`src/rtl/fifo_burst_reader_pkg.sv`:
```
// Shared types and defaults for the FIFO burst reader: FSM state encoding,
// default widths and the read latency of the team's synchronous FIFO.
package fifo_burst_reader_pkg;

   typedef enum logic [1:0] {
      IDLE  = 2'd0,
      BURST = 2'd1,
      DRAIN = 2'd2
   } state_t;

   localparam int DATA_WIDTH_DEF  = 8;
   localparam int CNT_WIDTH_DEF   = 5;
   localparam int FIFO_RD_LATENCY = 1;

endpackage

```
`src/rtl/fifo_burst_reader_if.sv`:
```
// FIFO read port plus output stream of the burst reader, bundled with a
// master view (the reader) and a slave view (FIFO and downstream sink).
interface fifo_burst_reader_if
   import fifo_burst_reader_pkg::*;
#(
   parameter int DATA_WIDTH = DATA_WIDTH_DEF,
   parameter int CNT_WIDTH  = CNT_WIDTH_DEF
);
   logic                  fifo_empty;
   logic [CNT_WIDTH-1:0]  fifo_count;
   logic [DATA_WIDTH-1:0] fifo_data;
   logic                  fifo_rd_en;
   logic                  m_valid;
   logic                  m_ready;
   logic [DATA_WIDTH-1:0] m_data;
   logic                  m_last;
   logic                  busy;

   modport master (
      input  fifo_empty, fifo_count, fifo_data, m_ready,
      output fifo_rd_en, m_valid, m_data, m_last, busy
   );

   modport slave (
      output fifo_empty, fifo_count, fifo_data, m_ready,
      input  fifo_rd_en, m_valid, m_data, m_last, busy
   );
endinterface

```
`src/rtl/fifo_burst_reader_skid_buf.sv`:
```
// Two-entry {last, data} skid buffer on the reader's output side.
// level_after_pop is occupancy net of this cycle's transfer, used as read credit.
module burst_skid_buf #(
   parameter int W = 8
) (
   input  logic         clk,
   input  logic         reset,
   input  logic         capture,
   input  logic [W-1:0] capture_data,
   input  logic         capture_last,
   output logic         valid,
   input  logic         ready,
   output logic [W-1:0] data,
   output logic         last,
   output logic [1:0]   level_after_pop
);
   logic [W:0] entry_r [2];
   logic       wr_ptr_r;
   logic       rd_ptr_r;
   logic [1:0] level_r;
   logic       pop_s;

   assign valid           = (level_r != 2'd0);
   assign pop_s           = valid && ready;
   assign data            = entry_r[rd_ptr_r][W-1:0];
   assign last            = entry_r[rd_ptr_r][W];
   assign level_after_pop = level_r - {1'b0, pop_s};

   // Entry storage, read/write pointers and occupancy
   always_ff @(posedge clk or posedge reset) begin
      if (reset) begin
         entry_r[0] <= '0;
         entry_r[1] <= '0;
         wr_ptr_r   <= 1'b0;
         rd_ptr_r   <= 1'b0;
         level_r    <= 2'd0;
      end else begin
         if (capture) begin
            entry_r[wr_ptr_r] <= {capture_last, capture_data};
            wr_ptr_r          <= ~wr_ptr_r;
         end
         if (pop_s) begin
            rd_ptr_r <= ~rd_ptr_r;
         end
         level_r <= level_r + {1'b0, capture} - {1'b0, pop_s};
      end
   end
endmodule

```
`src/rtl/fifo_burst_reader.sv`:
```
// Read-side controller for the synchronous FIFO: drains it in bursts of up to
// BURST_LEN words onto a valid/ready stream, flushing partial fills after TIMEOUT.
module fifo_burst_reader
   import fifo_burst_reader_pkg::*;
#(
   parameter int DATA_WIDTH = DATA_WIDTH_DEF,
   parameter int CNT_WIDTH  = CNT_WIDTH_DEF,
   parameter int BURST_LEN  = 4,
   parameter int TIMEOUT    = 15
) (
   input  logic                 clk,
   input  logic                 reset,
   fifo_burst_reader_if.master  bus
);
   localparam logic [CNT_WIDTH-1:0] BURST_LEN_C = CNT_WIDTH'(BURST_LEN);
   localparam logic [CNT_WIDTH-1:0] TIMEOUT_C   = CNT_WIDTH'(TIMEOUT);
   localparam logic [CNT_WIDTH-1:0] ONE_C       = CNT_WIDTH'(1);

   state_t                     state_r;
   logic [CNT_WIDTH-1:0]       rd_left_r;
   logic [CNT_WIDTH-1:0]       words_left_r;
   logic [CNT_WIDTH-1:0]       timer_r;
   logic [FIFO_RD_LATENCY-1:0] rd_pipe_r;
   logic [FIFO_RD_LATENCY-1:0] last_pipe_r;
   logic                       start_s;
   logic                       rd_en_s;
   logic                       xfer_s;
   logic                       inflight_s;
   logic [CNT_WIDTH-1:0]       len_s;
   logic [1:0]                 level_after_s;

   assign inflight_s     = rd_pipe_r[FIFO_RD_LATENCY-1];
   assign xfer_s         = bus.m_valid && bus.m_ready;
   assign bus.fifo_rd_en = rd_en_s;
   assign bus.busy       = (state_r != IDLE);

   // Burst start decision, burst length and FIFO read strobe
   always_comb begin
      start_s = 1'b0;
      if (state_r != IDLE) begin
         start_s = 1'b0;
      end else if (bus.fifo_count >= BURST_LEN_C) begin
         start_s = 1'b1;
      end else begin
         start_s = (bus.fifo_count != '0) && (timer_r == TIMEOUT_C);
      end
      len_s = (bus.fifo_count >= BURST_LEN_C) ? BURST_LEN_C : bus.fifo_count;
      // A word leaving the buffer this cycle frees its slot for a new read.
      rd_en_s = (state_r == BURST) && (rd_left_r != '0) && !bus.fifo_empty &&
                (({1'b0, level_after_s} + {2'b00, inflight_s}) < 3'd2);
   end

   // FSM, idle timer, burst counters and read-latency pipeline
   always_ff @(posedge clk or posedge reset) begin
      if (reset) begin
         state_r      <= IDLE;
         rd_left_r    <= '0;
         words_left_r <= '0;
         timer_r      <= '0;
         rd_pipe_r    <= '0;
         last_pipe_r  <= '0;
      end else begin
         rd_pipe_r[0]   <= rd_en_s;
         last_pipe_r[0] <= rd_en_s && (rd_left_r == ONE_C);
         case (state_r)
            IDLE: begin
               if (start_s) begin
                  state_r      <= BURST;
                  rd_left_r    <= len_s;
                  words_left_r <= len_s;
                  timer_r      <= '0;
               end else if (bus.fifo_count == '0) begin
                  timer_r <= '0;
               end else if (timer_r != TIMEOUT_C) begin
                  timer_r <= timer_r + ONE_C;
               end
            end
            BURST: begin
               if (rd_en_s) begin
                  rd_left_r <= rd_left_r - ONE_C;
                  if (rd_left_r == ONE_C) begin
                     state_r <= DRAIN;
                  end
               end
               if (xfer_s) begin
                  words_left_r <= words_left_r - ONE_C;
               end
            end
            DRAIN: begin
               if (xfer_s) begin
                  words_left_r <= words_left_r - ONE_C;
                  if (words_left_r == ONE_C) begin
                     state_r <= IDLE;
                  end
               end
            end
            default: begin
               state_r <= IDLE;
            end
         endcase
      end
   end

   burst_skid_buf #(
      .W (DATA_WIDTH)
   ) u_skid (
      .clk             (clk),
      .reset           (reset),
      .capture         (inflight_s),
      .capture_data    (bus.fifo_data),
      .capture_last    (last_pipe_r[FIFO_RD_LATENCY-1]),
      .valid           (bus.m_valid),
      .ready           (bus.m_ready),
      .data            (bus.m_data),
      .last            (bus.m_last),
      .level_after_pop (level_after_s)
   );
endmodule

```
`src/flat_wrapper.sv`:
```
// flat-port wrapper written by rule: the top's interface ports become plain ports
module fifo_burst_reader_flat import fifo_burst_reader_pkg::*;
#(
   parameter int DATA_WIDTH = DATA_WIDTH_DEF,
   parameter int CNT_WIDTH  = CNT_WIDTH_DEF,
   parameter int BURST_LEN  = 4,
   parameter int TIMEOUT    = 15
)
  (clk, reset, bus_fifo_empty, bus_fifo_count, bus_fifo_data, bus_m_ready, bus_fifo_rd_en, bus_m_valid, bus_m_data, bus_m_last, bus_busy);
  fifo_burst_reader_if #(.DATA_WIDTH(DATA_WIDTH), .CNT_WIDTH(CNT_WIDTH)) bus_i ();
  input  logic clk;
  input  logic reset;
  input wire logic [$bits(bus_i.fifo_empty)-1:0] bus_fifo_empty;
  input wire logic [$bits(bus_i.fifo_count)-1:0] bus_fifo_count;
  input wire logic [$bits(bus_i.fifo_data)-1:0] bus_fifo_data;
  input wire logic [$bits(bus_i.m_ready)-1:0] bus_m_ready;
  output wire logic [$bits(bus_i.fifo_rd_en)-1:0] bus_fifo_rd_en;
  output wire logic [$bits(bus_i.m_valid)-1:0] bus_m_valid;
  output wire logic [$bits(bus_i.m_data)-1:0] bus_m_data;
  output wire logic [$bits(bus_i.m_last)-1:0] bus_m_last;
  output wire logic [$bits(bus_i.busy)-1:0] bus_busy;
  assign bus_i.fifo_empty = bus_fifo_empty;
  assign bus_i.fifo_count = bus_fifo_count;
  assign bus_i.fifo_data = bus_fifo_data;
  assign bus_i.m_ready = bus_m_ready;
  assign bus_fifo_rd_en = bus_i.fifo_rd_en;
  assign bus_m_valid = bus_i.m_valid;
  assign bus_m_data = bus_i.m_data;
  assign bus_m_last = bus_i.m_last;
  assign bus_busy = bus_i.busy;
  fifo_burst_reader #(.DATA_WIDTH(DATA_WIDTH), .CNT_WIDTH(CNT_WIDTH), .BURST_LEN(BURST_LEN), .TIMEOUT(TIMEOUT)) u_core (.clk(clk), .reset(reset), .bus(bus_i));
endmodule
```
`config.mk`:
```
export PLATFORM = sky130hd
export DESIGN_NAME = fifo_burst_reader_flat
export DESIGN_NICKNAME = d
export VERILOG_FILES = /design/src/rtl/fifo_burst_reader_pkg.sv /design/src/rtl/fifo_burst_reader_if.sv /design/src/rtl/fifo_burst_reader_skid_buf.sv /design/src/rtl/fifo_burst_reader.sv /design/src/flat_wrapper.sv
export SDC_FILE = /design/constraint.sdc
export NUM_CORES = 1
export LEC_CHECK = 0
export CAP_MARGIN = 20
export CORE_MARGIN = 3
export CORE_UTILIZATION = 59
export DETAILED_ROUTE_END_ITERATION = 8
export PLACE_DENSITY_LB_ADDON = 0.05
export SYNTH_ARGS = -nofsm -noshare
export SYNTH_HDL_FRONTEND = slang
export SYNTH_SLANG_ARGS = --single-unit
```
`constraint.sdc`:
```
create_clock -name clk -period 4 [get_ports clk]
set_input_delay 0.8 -clock clk [delete_from_list [all_inputs] [get_ports clk]]
set_output_delay 0.8 -clock clk [all_outputs]
set_load 0.01 [all_outputs]
```
==> results of run 1 <==
[registers in the layout (all words and copies together) (netlist names)]
register,count
u_core.inflight_s,1
u_core.last_pipe_r,1
u_core.u_skid.entry_r,18
u_core.u_skid.rd_ptr_r,1
u_core.u_skid.level_r,2
u_core.timer_r,5
u_core.words_left_r,5
u_core.u_skid.wr_ptr_r,1
u_core.state_r,2
u_core.rd_left_r,5
[kinds of logic after synthesis]
group	share of synthesized area
buffers and inverters	0.0288
AND/OR/NAND/NOR	0.145
flip-flops	0.463
multiplexers	0.156
XOR/XNOR	0.0277
adder cells (fa/ha/maj)	0.0734
AO/OA/AOI/OAI	0.107
[power groups by stage]
stage	combinational (W)	sequential, W	clock [W]
2_1_floorplan	0.000707	0.000672	0
3_3_place_gp	0.000909	0.000726	0
3_5_place_dp	0.000957	0.000746	0
4_1_cts	0.000964	0.000740	0.000322
5_1_grt	0.00106	0.000766	0.000344
6_report	0.000959	0.000741	0.000317
[cells in the final DEF (no fill, tap or decap), drive strengths merged, types with 2 or more instances in the layout]
cell type and count:
nand3 9, and2 2, or3 2, xor2 3, clkdlybuf4s50 28, nand2b 3
a21oi 4, mux2 28, xnor2 4, o21ai 15, clkbuf 5, a221oi 2
nor3 7, nor2 10, nand2 11, or4b 3, o22a 2, ha 13
mux2i 3, a31oi 2, inv 11, dfrtp 41
[per-stage QoR]
| step | total power [W] | instances | hold slack, ns |
|---|---|---|---|
| 6_report | 0.00202 | 275 | 0.502 |
| 4_1_cts | 0.00203 | 275 | 0.501 |
| 5_1_grt | 0.00217 | 275 | 0.520 |
| 3_5_place_dp | 0.00170 | 268 | 0.485 |
| 3_3_place_gp | 0.00163 | 268 | 0.469 |
| 2_1_floorplan | 0.00138 | 198 | 0.454 |
[synth_stat cells, types with 2 or more instances]
| library cell | count |
|---|---|
| nor2_1 | 10 |
| nor3_1 | 7 |
| xnor2_1 | 4 |
| mux2i_1 | 3 |
| o21ai_0 | 11 |
| clkbuf_1 | 4 |
| xor2_1 | 3 |
| a21oi_1 | 4 |
| nand3_1 | 9 |
| or4b_1 | 2 |
| o22a_1 | 2 |
| o21ai_1 | 3 |
| a31oi_1 | 2 |
| and2_1 | 2 |
| nand2_1 | 11 |
| mux2_2 | 28 |
| inv_1 | 11 |
| a221oi_2 | 2 |
| ha_1 | 13 |
| nand2b_1 | 2 |
| dfrtp_1 | 41 |
[path summary, 6_finish.rpt]
kind	start	endpoint	slack [ns]	cells past startpoint
max reg2reg	u_core.timer_r[0]$_DFFE_PP0P_	u_core.rd_left_r[2]$_DFFE_PP0P_	1.63	8
max	bus_m_ready	bus_fifo_rd_en	0.59	5
min	u_core.timer_r[3]$_DFFE_PP0P_	u_core.timer_r[3]$_DFFE_PP0P_	0.50	1
min reg2reg	u_core.timer_r[3]$_DFFE_PP0P_	u_core.timer_r[3]$_DFFE_PP0P_	0.50	1
max in group asynchronous	reset	u_core.u_skid.entry_r[12]$_DFFE_PP0P_	2.24	3
min in group asynchronous	reset	u_core.inflight_s$_DFF_PP0_	0.99	2
[worst max-delay path, delay by kind of cell]
kind	cells	cell delay, ns
simple gates	2	0.32
compound gates	1	0.35
buf+inv	2	1.14
[routing by layer]
layer | share of wire | wire length (um) | vias to the layer above | track usage
li1 | - | - | 774 | -
met1 | 0.43 | 1850 | 746 | 0.254
met2 | 0.50 | 2160 | 42 | 0.371
met3 | 0.049 | 212 | 7 | 0.0433
met4 | 0.020 | 85 | 0 | 0.0861
met5 | 0 | 0 | - | 0
[cell type report]
class                           instances  area (sq um)  share of cell area
Clock buffer                            5          68.8              0.0260
Inverter                               11          41.3              0.0156
Sequential cell                        41          1030               0.388
Multi-Input combinational cell        141          1130               0.426
Tap cell                               46          57.6              0.0218
Clock inverter                          2          35.0              0.0133
Timing Repair Buffer                   29           288               0.109
==> impl_results.md, run 1 <==
* Status: finished, final reports clean
* Final number of hold-violating endpoints at 0
* Grt ovf at 0
* Fraction of registers with async set/reset at 1.00
* Post-Syn Area at 2220 sq um
* Finished Cell Area at roughly 2600 sq um
* Number of synthesized flops with an enable pin at 0
* Hold Buf Count CTS at 0
* Die Y at 67.3 um
* Antenna violations before repair at 0
* Actual slew at the worst max-slew pin at 0.855 ns
* Endpoints failing setup at 0
* Setup ws final at 0.587 ns
* N_diodes at 0
* Share of layout cells above drive strength 1 at 0.205
* Setup TNS at 0 ns
* Switching share of total power at 0.363
* P_sw at 0.000732 W
* CP peak stage delay at 0.58 ns
* Internal power at 0.00129 W
* Part of the Yosys area used for sequential elements at 0.463
* First-pass GRT wire length at 7.15 mm
* Htree depth at 2
* Die footprint at 4530 sq um
* Synthesis Warnings at 0
* VDD IR max at 0.351 mV
* Synth top area cells: dfrtp_1 (46%), mux2_2 (14%), ha_1 (7.3%)
* Unrepaired setup endpoints after global routing: false
* Top_reg_cell synth: dfrtp_1
* Via-per-instance ratio at 5.71
* Worst endpoint data arrival time at around 2.6 ns
* Max-Cap Viols at 0
* Synth Area per Inst at 11.2 sq um
* Layout area overhead at 19.2%
* Comb pwr share at 0.475
* Max Fclk at 0.293 GHz
* Largest area contributor in the netlist: dfrtp_1
* Vias in the first global route at 1545
* Cell Pwr Density at 763 nW/um^2
* Starting Density at 0.639
* Fillers at 230
* CP cell instances: clkdlybuf4s50_1 -> nand2b_4 -> a221oi_2 -> and2_1 -> clkdlybuf4s50_1
* # IOs at 29
* Post_cts resized at 0
* Placer congestion estimate at 0.834
* Core area at 3470 sq um
* Largest net degree at the start of global routing at 24
* Fin nets at 259
* Post-layout util at 0.762
* Final ANT Viol Nets at 0
* Initial drt markers at 53
* Max Slew Vio Count at 0
* Syn_nets at 228
* CP Max Fanout at 4
* Critical Path End Type: primary output
* PortBufs at 28
* Worst Clk Skew at approximately 0.0073 ns
* Seq pwr share at 0.367
* Synth cell types at 45
* Clk slew on worst S/H paths at 0.07 ns
* Critical path's slowest cell: clkdlybuf4s50_1
* Tot GR Track Use at 0.212
* Mapped Cells at 198
* Clk pwr share at 0.157
* Worst-skew pair later-pin latency at a little under 0.3 ns
* Avg WL per Cell at between 15 and 20 um
* Worst min path class: flip-flop to flip-flop
* Yosys reg bits at 41
* Placed instance area at 2540 sq um
* Post-Place Worst Slack at 0.612 ns
* Slew HR at 0.429
* CTS Sinks at 41
* Critical path class: input pin to primary output
* Pleak at 1.14 nW
* Root Buffer: clkbuf_8
* Final HPWL DP at 3.19 mm
* CTS tree: built
* Final cycle utilization of the critical path at 0.853
* DRC violations left at 0
* Wirelength, routed at 4.31 mm
* Fin crit period at between 3 and 4 ns
* CP Launch Type: input pin
* Chip width at 67.3 um
* First-pass iteration count of the detailed router at 4
* Rows at 21
* Critical path data required time at 3.20 ns
* Vias at 1569
* Post-CTS Setup Inserts at 0
* Worst path most repeated cell: clkdlybuf4s50_1
* Synth top area share at 0.463
* Bufs on Longest Clock Path at 2
* CTS buffer count at 5
Power figures use the tool's default switching activity.
==> run 2: changes to the inputs <==
- CORE_UTILIZATION: 59 -> 67
- DONT_BUFFER_PORTS: unset -> 1
==> impl_results.md, run 2 (synthesis results as in run 1) <==
* FF-to-FF Start: u_core.timer_r[0]$_DFFE_PP0P_
* Leading cell type in the layout, fill and taps excluded: dfrtp_1
* Largest Register: u_core.u_skid.entry_r
* CP Max Fanout at 15 (+11)
* Bufs on Longest Clock Path at 2 (unchanged)
* Vias at 1467 (-6.5%)
* Max-Cap Viols at 0 (unchanged)
* Layout area overhead at 4.29%
* Post-route insts no fill at 246 (-11%)
* Fillers at 230 (unchanged)
* N_diodes at 0 (unchanged)
* Tot GR Track Use at 0.214 (+0.00179)
* CTS buffer count at 5 (unchanged)
* First-pass GRT wire length at 6.78 mm (-5.1%)
* Worst Clk Skew at 0.00452 ns (-0.00277 ns)
* Rows at 20 (-4.8%)
* Endpoints failing setup at 0 (unchanged)
* Actual slew at the worst max-slew pin at 0.567 ns (-0.288 ns)
* Pleak at 1.01 nW (-12%)
* Initial drt markers at 82 (+55%)
* Core area at 3100 sq um (-11%)
* Max Fclk at 0.351 GHz (+20%)
* # IOs at 29 (unchanged)
* Worst Setup SP: u_core.state_r[1]$_DFFE_PP0P_
* Final HPWL DP at 2.80 mm (-12%)
* Share of layout cells above drive strength 1 at 0.238 (+0.0324)
* CTS tree: built
* Max Slew Vio Count at 0 (unchanged)
* Placer congestion estimate at 0.789 (-5.4%)
* Final cycle utilization of the critical path at 0.712 (-0.141)
* Slew HR at 0.622 (+0.193)
* Placed Instances at 238 (-11%)
* Final ANT Viol Nets at 0 (unchanged)
* Chip width at 63.5 um (-5.6%)
* DRC violations left at 0 (unchanged)
* Cell Pwr Density at 745 nW/um^2 (-2.4%)
* Starting Density at 0.715 (+0.0753)
* CTS Sinks at 41 (unchanged)
* Hold Buf Count CTS at 0 (unchanged)
* Unrepaired setup endpoints after global routing: false
* CP Launch Type: flip-flop
* Worst min path class: input pin to asynchronous set/reset pin
* Vias in the first global route at 1459 (-5.6%)
* Placed instance area at 2260 sq um (-11%)
* Final number of hold-violating endpoints at 0 (unchanged)
* Antenna violations before repair at 0 (unchanged)
* Critical Path End Type: primary output
* First-pass iteration count of the detailed router at 4 (unchanged)
* Critical path class: flip-flop to primary output
* Worst-skew pair later-pin latency at 0.35 ns (+0.06 ns)
* Fin crit period at 2.85 ns (-0.565 ns)
* Root Buffer: clkbuf_4
* Die Y at 63.5 um (-5.6%)
* Htree depth at 2 (unchanged)
* Most frequent cells in the layout: dfrtp_1 (41), mux2_2 (28), ha_1 (13)
* VDD IR max at 0.418 mV (+19%)
* Worst endpoint data arrival time at 2.05 ns (-0.56 ns)
* Largest net degree at the start of global routing at 42 (+75%)
* Finished Cell Area at 2310 sq um (-13%)
* Fin nets at 231 (-11%)
* Post_cts resized at 0 (unchanged)
* Status: finished, final reports clean
* Critical path data required time at 3.20 ns (about the same)
* Via-per-instance ratio at 5.96 (+4.5%)
* Setup TNS at 0 ns (unchanged)
* Wirelength, routed at 3.86 mm (-11%)
* Post-CTS Setup Inserts at 0 (unchanged)
* PortBufs at 0 (-100%)
* Grt ovf at 0 (unchanged)
* Largest register FFs at 18 (unchanged)
* Die footprint at 4040 sq um (-11%)
* Clk slew on worst S/H paths at 0.12 ns (+0.05 ns)
* Avg WL per Cell at 15.7 um (about the same)
run 2: changes by cell type in the layout (fill, tap and decap cells not counted), sizes merged:
cell / before / now
clkinvlp: 0 / 1
clkinv: 1 / 2
bufinv: 1 / 0
clkdlybuf4s50: 28 / 0
run 2: layout make-up:
cell class              instances  area [sq um]  share of cell area
repair buffers                  1          7.51             0.00325
clock buffers                   5          37.5              0.0162
clock inverters                 3          17.5             0.00758
well taps                      44          55.1              0.0238
flip-flops and latches         41          1030               0.444
inverters                      11          41.3              0.0179
multi-input cells             141          1130               0.488
run 2: worst max-delay path: stages, from the launching register on:
cell,delay [ns]
dfrtp_1,0.43
inv_1,0.11
ha_1,0.47
nand2b_1,0.12
a221oi_2,0.29
and2_1,0.27
run 2: power by group:
group,internal (W),switching [W]
registers,0.000584,0.000147
clock network,0.0000663,0.000139
logic,0.000382,0.000403
total,0.00103,0.000689
run 2: per-layer routing:
layer	vias up	GRT usage	share of wire
li1	720	-	-
met1	704	0.278	0.45
met2	38	0.343	0.48
met3	5	0.0624	0.059
met4	0	0.0701	0.013
met5	-	0	0
run 2: final timing paths:
path / end / slack (ns) / depth (start not counted)
max in group asynchronous: u_core.rd_left_r[4]$_DFFE_PP0P_ / 3.20 / 2
setup reg to reg: u_core.words_left_r[2]$_DFFE_PP0P_ / 1.74 / 8
setup / recovery: bus_fifo_rd_en / 1.15 / 5
hold reg to reg: u_core.timer_r[3]$_DFFE_PP0P_ / 0.50 / 1
min in group clk: u_core.timer_r[3]$_DFFE_PP0P_ / 0.50 / 1
hold / removal: u_core.u_skid.entry_r[11]$_DFFE_PP0P_ / 0.45 / 2
run 2: stage by stage:
stage | hold WS (ns) | total power (W) | setup slack (ns) | util
after floorplan | 0.454 | 0.00138 | 1.79 | -
after global placement | 0.469 | 0.00148 | 1.63 | 0.727
after detailed placement | 0.475 | 0.00152 | 1.57 | 0.727
after CTS | 0.453 | 0.00173 | 1.15 | 0.745
after global routing | 0.463 | 0.00187 | 0.959 | 0.745
final | 0.447 | 0.00172 | 1.15 | 0.745
